File: config.mk
export PLATFORM = sky130hd
export DESIGN_NAME = sdp_rd_seq
export DESIGN_NICKNAME = d
export VERILOG_FILES = /design/src/rtl/sdp_pkg.sv /design/src/rtl/sdp_addr_cnt.sv /design/src/rtl/sdp_rd_seq.sv
export SDC_FILE = /design/constraint.sdc
export NUM_CORES = 1
export LEC_CHECK = 0
export CORE_MARGIN = 2
export CORE_UTILIZATION = 34
export CTS_CLUSTER_DIAMETER = 50
export CTS_CLUSTER_SIZE = 8
export DETAILED_ROUTE_END_ITERATION = 16
export HOLD_SLACK_MARGIN = 0.15
export MAX_ROUTING_LAYER = met4
export PLACE_DENSITY = 0.67
export SLEW_MARGIN = 20
export SYNTH_ARGS = -nofsm -noshare
export SYNTH_HDL_FRONTEND = slang
export SYNTH_HIERARCHICAL = 1
export SYNTH_SLANG_ARGS = --single-unit
File: constraint.sdc
create_clock -name clk -period 3.6 [get_ports clk]
set_clock_uncertainty 0.1 [all_clocks]
set_input_delay 0.72 -clock clk [delete_from_list [all_inputs] [get_ports clk]]
set_output_delay 0.72 -clock clk [all_outputs]
set_load 0.05 [all_outputs]
File: src/rtl/sdp_pkg.sv
// Shared state encoding and field layout for the SDP read-address sequencer.
// Latency: none (types, constants and constant functions only).
// Backpressure: none.
package sdp_pkg;

  // Sequencer FSM encoding: IDLE accepts commands, BUSY issues beats.
  typedef enum logic {
    IDLE = 1'b0,
    BUSY = 1'b1
  } sdp_state_e;

  // cmd_data = {cnt, base}: base sits at bit 0, cnt directly above it.
  localparam int CMD_BASE_LSB = 0;

  // addr_data = {eot, addr}: addr sits at bit 0, eot is the single MSB.
  localparam int ADDR_ADDR_LSB = 0;

  // Bit position of the cnt field inside cmd_data.
  function automatic int cmd_cnt_lsb(input int w_addr);
    return w_addr;
  endfunction

  // Bit position of the eot flag inside addr_data.
  function automatic int addr_eot_pos(input int w_addr);
    return w_addr;
  endfunction

endpackage

File: src/rtl/sdp_addr_cnt.sv
// Loadable address counter with optional wrap at DEPTH (SDP_RD_SEQ_WRAP_EN).
// Latency: load or inc takes effect on the next rising edge of clk.
// Backpressure: none; the owner gates inc with its own beat handshake.
module sdp_addr_cnt
  import sdp_pkg::*;
#(
  parameter int W_ADDR = 16,
  parameter int DEPTH  = 1024
) (
  input  logic              clk,
  input  logic              rst,
  input  logic              load,
  input  logic [W_ADDR-1:0] load_val,
  input  logic              inc,
  output logic [W_ADDR-1:0] addr
);

  logic [W_ADDR-1:0] load_addr;
  logic [W_ADDR-1:0] next_addr;

`ifdef SDP_RD_SEQ_WRAP_EN
  // One extra bit so DEPTH == 2^W_ADDR is representable as a divisor.
  localparam logic [W_ADDR:0]   DEPTH_X = (W_ADDR + 1)'(DEPTH);
  localparam logic [W_ADDR-1:0] LAST    = W_ADDR'(DEPTH - 1);

  // Out-of-range bases fold into the memory; the last row wraps to row 0.
  always_comb begin
    load_addr = W_ADDR'({1'b0, load_val} % DEPTH_X);
    next_addr = (addr == LAST) ? '0 : addr + 1'b1;
  end
`else
  // Natural binary wrap at 2^W_ADDR.
  always_comb begin
    load_addr = load_val;
    next_addr = addr + 1'b1;
  end
`endif

  // Address register: load wins over increment.
  always_ff @(posedge clk or negedge rst) begin
    if (!rst) begin
      addr <= '0;
    end else if (load) begin
      addr <= load_addr;
    end else if (inc) begin
      addr <= next_addr;
    end
  end

endmodule

File: src/rtl/sdp_rd_seq.sv
// Expands {cnt, base} commands into cnt read-address beats; wrap at DEPTH when SDP_RD_SEQ_WRAP_EN is defined.
// Latency: first beat valid one cycle after the command handshake; back-to-back bursts with no bubble.
// Backpressure: addr_data/addr_valid held while !addr_ready; cmd_ready only in IDLE or on the last beat's handshake.
module sdp_rd_seq
  import sdp_pkg::*;
#(
  parameter int W_ADDR = 16,
  parameter int W_CNT  = 16,
  parameter int DEPTH  = 1024
) (
  input  logic                    clk,
  input  logic                    rst,
  input  logic                    cmd_valid,
  output logic                    cmd_ready,
  input  logic [W_CNT+W_ADDR-1:0] cmd_data,
  output logic                    addr_valid,
  input  logic                    addr_ready,
  output logic [W_ADDR:0]         addr_data
);

  localparam int CNT_LSB = cmd_cnt_lsb(W_ADDR);
  localparam int EOT_POS = addr_eot_pos(W_ADDR);

  sdp_state_e        state;
  sdp_state_e        state_nxt;
  logic [W_CNT-1:0]  cmd_cnt;
  logic [W_ADDR-1:0] cmd_base;
  logic [W_CNT-1:0]  cnt_q;
  logic [W_CNT-1:0]  idx_q;
  logic [W_CNT-1:0]  idx_inc;
  logic [W_ADDR-1:0] addr_q;
  logic              eot_q;
  logic              beat_hs;
  logic              cmd_hs;
  logic              load;
  logic              adv;

  assign cmd_cnt  = cmd_data[CNT_LSB +: W_CNT];
  assign cmd_base = cmd_data[CMD_BASE_LSB +: W_ADDR];

  // BUSY is exactly "a beat is on the bus", so valid comes straight off the state flop.
  assign addr_valid = (state == BUSY);
  assign beat_hs    = addr_valid & addr_ready;
  assign cmd_ready  = (state == IDLE) | (beat_hs & eot_q);
  assign cmd_hs     = cmd_valid & cmd_ready;
  assign load       = cmd_hs & (cmd_cnt != '0);
  assign adv        = beat_hs & ~eot_q;
  assign idx_inc    = idx_q + 1'b1;

  assign addr_data[EOT_POS]                  = eot_q;
  assign addr_data[ADDR_ADDR_LSB +: W_ADDR]  = addr_q;

  // State register.
  always_ff @(posedge clk or negedge rst) begin
    if (!rst) begin
      state <= IDLE;
    end else begin
      state <= state_nxt;
    end
  end

  // Next state: zero-length commands are swallowed in IDLE; a command taken on the last beat chains straight into BUSY.
  always_comb begin
    state_nxt = state;
    case (state)
      IDLE: begin
        if (load) state_nxt = BUSY;
      end
      BUSY: begin
        if (beat_hs && eot_q) state_nxt = load ? BUSY : IDLE;
      end
      default: state_nxt = IDLE;
    endcase
  end

  // Burst bookkeeping: eot is precomputed so it is registered alongside the address.
  always_ff @(posedge clk or negedge rst) begin
    if (!rst) begin
      cnt_q <= '0;
      idx_q <= '0;
      eot_q <= 1'b0;
    end else if (load) begin
      cnt_q <= cmd_cnt;
      idx_q <= '0;
      eot_q <= (cmd_cnt == W_CNT'(1));
    end else if (adv) begin
      idx_q <= idx_inc;
      eot_q <= (idx_inc == cnt_q - 1'b1);
    end
  end

  sdp_addr_cnt #(
    .W_ADDR (W_ADDR),
    .DEPTH  (DEPTH)
  ) u_addr_cnt (
    .clk      (clk),
    .rst      (rst),
    .load     (load),
    .load_val (cmd_base),
    .inc      (adv),
    .addr     (addr_q)
  );

endmodule

==> flow_summary.ini <==
[run_status]
status = completed

[worst_setup_path]
critPathKind = input port to primary output
slowest_stage = clkdlybuf4s50_1
crit_chain = clkdlybuf4s50_1, nand2_1, nand2_1, clkdlybuf4s50_1
worst_setup_path_start_kind = input port
worst_ep_required_time_ps = 2780
crit_arrival_ps = 2270
cp_slowest_stage_delay_ps = 830
end_kind = primary output
cp_max_fo = 4

[clocking]
cts.repair.resized = 0
htree_levels = 2
cts_tree = built
clock-root-buffer = clkbuf_8
clock_latency_ps = 320
cts_buffer_depth = 2
ctsHoldBuffers = 0
clock_sinks = 50
clk_pin_slew_ps = 100
cts_setup_buffers = 0
cts_buffers = 5

[sta]
hold_viol = 0
rsz0062_at_grt = no
tightest_slew_ps = 519.2
relSlewSlack_pct = 65.07
setup_viol_count_final = 0
fin_tns_setup_ps = 0
layout_worst_path_cycle_share_pct = 85.94
slew_violations = 0
min_period_ps = 3094
max_freq_mhz = 323.2

[synth]
synth_fp_nets = 376
synth_common_cells = 50 x dfrtp_1, 42 x nand2_1, 32 x o21ai_0, 32 x xnor2_1, 21 x nor2_1
synth_edf_count = 0
async_flop_share_pct = 100.0
synthCells = 337
synth_ff_type = dfrtp_1
yosysMostFrequentCell = dfrtp_1
netlist.area_leader.share_pct = 39.64
ys_seq_area_share_pct = 39.64
yosysWarnings = 6
yosysTopAreaCell = dfrtp_1
synthDistinctLibCells = 47
synth.avg_cell_area_um2 = 9.367
synth_area_leaders = dfrtp_1 40%, xnor2_1 8.9%, mux2_2 5.7%
synth_seq_cells = 50
synthesis.area_um2 = 3157

[floorplan]
die_x_um = 100.4
coreArea_um2 = 9109
io_pins = 55
rows = 35
start_util_pct = 34.66
die_h_um = 100.4
fp.dieArea_um2 = 10070

[drt]
dr_wl_met2_um = 3710
drtPass1Iterations = 4
routed_wl_um = 7472
routedWlPerCell_um = 14.83
top_layer = met4
met1_length_um = 3405
drt.antenna.violating_nets = 0
vias = 2671
via_per_inst = 5.300
drtIter0Drc = 131
drc_errors = 0
wl_met3_um = 261

[finish]
drive_gt1_share_pct = 12.98
diodes = 0
area_growth_pct = 24.02
nNetsFinal = 431

[pwr]
total_power_uw = 1972
leakage_uw = 0.001522
power.density_nw_per_um2 = 503.8
vdd_drop_max_uv = 639.6

[flow_run]
maxCapViolations = 0

[grt]
antenna_found_initial = 0
track_usage_pct = 15.91
grt_pass1_wl_um = 12610
grt_max_degree = 36
grt_pass1_vias = 2652
grt_overflow = 0

[place]
hpwlAfterDp_um = 5658
portBuffers = 54
gp_congestion = 0.8519

[worst_hold_path]
hold_path_class = input port to asynchronous set/reset pin
[final cells by class]
class / instances / area (um^2)
Clock buffer: 5 / 68.82
Fill cell: 900 / 5194
Clock inverter: 3 / 22.52
Tap cell: 111 / 138.9
Inverter: 13 / 48.80
Timing Repair Buffer: 61 / 588.1
Multi-Input combinational cell: 261 / 1797
Sequential cell: 50 / 1251
[kinds of logic after synthesis]
group,after synthesis,share of synthesized area [%]
AO/OA/AOI/OAI,56,10.66
XOR/XNOR,50,14.59
adder cells (fa/ha/maj),3,1.189
buffers and inverters,26,3.448
flip-flops,50,39.64
multiplexers,19,6.659
AND/OR/NAND/NOR,133,23.82
[through the flow]
| step | cell area (um^2) | hold slack [ps] | cells | util [%] | setup slack (ps) |
|---|---|---|---|---|---|
| floorplan | 3157 | 324.4 | 337 | - | 920.9 |
| global placement | 3824 | 384.5 | 496 | 41.98 | 349.8 |
| detailed placement | 3824 | 379.8 | 496 | 41.98 | 291.7 |
| CTS | 3915 | 268.4 | 504 | 42.98 | 515.6 |
| global route | 3915 | 278.7 | 504 | 42.98 | 450.7 |
| finish | 3915 | 252.2 | 504 | 42.98 | 506.2 |
[critical path: cells and delay by family]
family / cells / cell delay (ps)
buffers and inverters: 2 / 1330
and+or+nand+nor: 2 / 220
[flip-flops by register name, summed over array words and instances (netlist names)]
register / cells
eot_q: 1
u_addr_cnt/addr: 16
cnt_q: 16
idx_q: 16
addr_valid: 1
[path summary, 6_finish.rpt]
path,from,end,slack [ps],cells past startpoint
max,addr_ready,cmd_ready,510,4
min,rst,u_addr_cnt/addr[11],250,1
max reg2reg,cnt_q[0],eot_q,640,9
min reg2reg,idx_q[15],idx_q[15],390,1
max in group asynchronous,rst,idx_q[5],2380,2
min in group clk,idx_q[15],idx_q[15],390,1
[power breakdown]
part	switching, uW	total, uW	internal (uW)
Combinational	459	781	322
Sequential	174	838	664
Clock	212	353	141
[cells in the final DEF, fill, tap and decap left out, types with 4 or more instances in the layout]
cell type | synthesis | routed
nor2_1 | 21 | 21
a21oi_1 | 4 | 4
xnor2_1 | 32 | 32
nand3_1 | 16 | 16
nor3_1 | 8 | 8
mux2_2 | 16 | 16
clkdlybuf4s50_1 | 0 | 53
o31ai_1 | 5 | 5
nand2_1 | 42 | 42
inv_1 | 13 | 13
nand4_1 | 9 | 9
buf_4 | 2 | 7
clkbuf_8 | 0 | 5
o21ai_0 | 32 | 32
nor4_1 | 7 | 7
xor2_1 | 16 | 16
dfrtp_1 | 50 | 50
[metal layers]
| layer | vias up | global-route usage, % |
|---|---|---|
| met4 | 0 | 3.267 |
| met1 | 1297 | 20.10 |
| met5 | - | - |
| li1 | 1300 | - |
| met3 | 9 | 2.646 |
| met2 | 65 | 27.00 |
No activity file was read; power rests on OpenSTA's default activity.
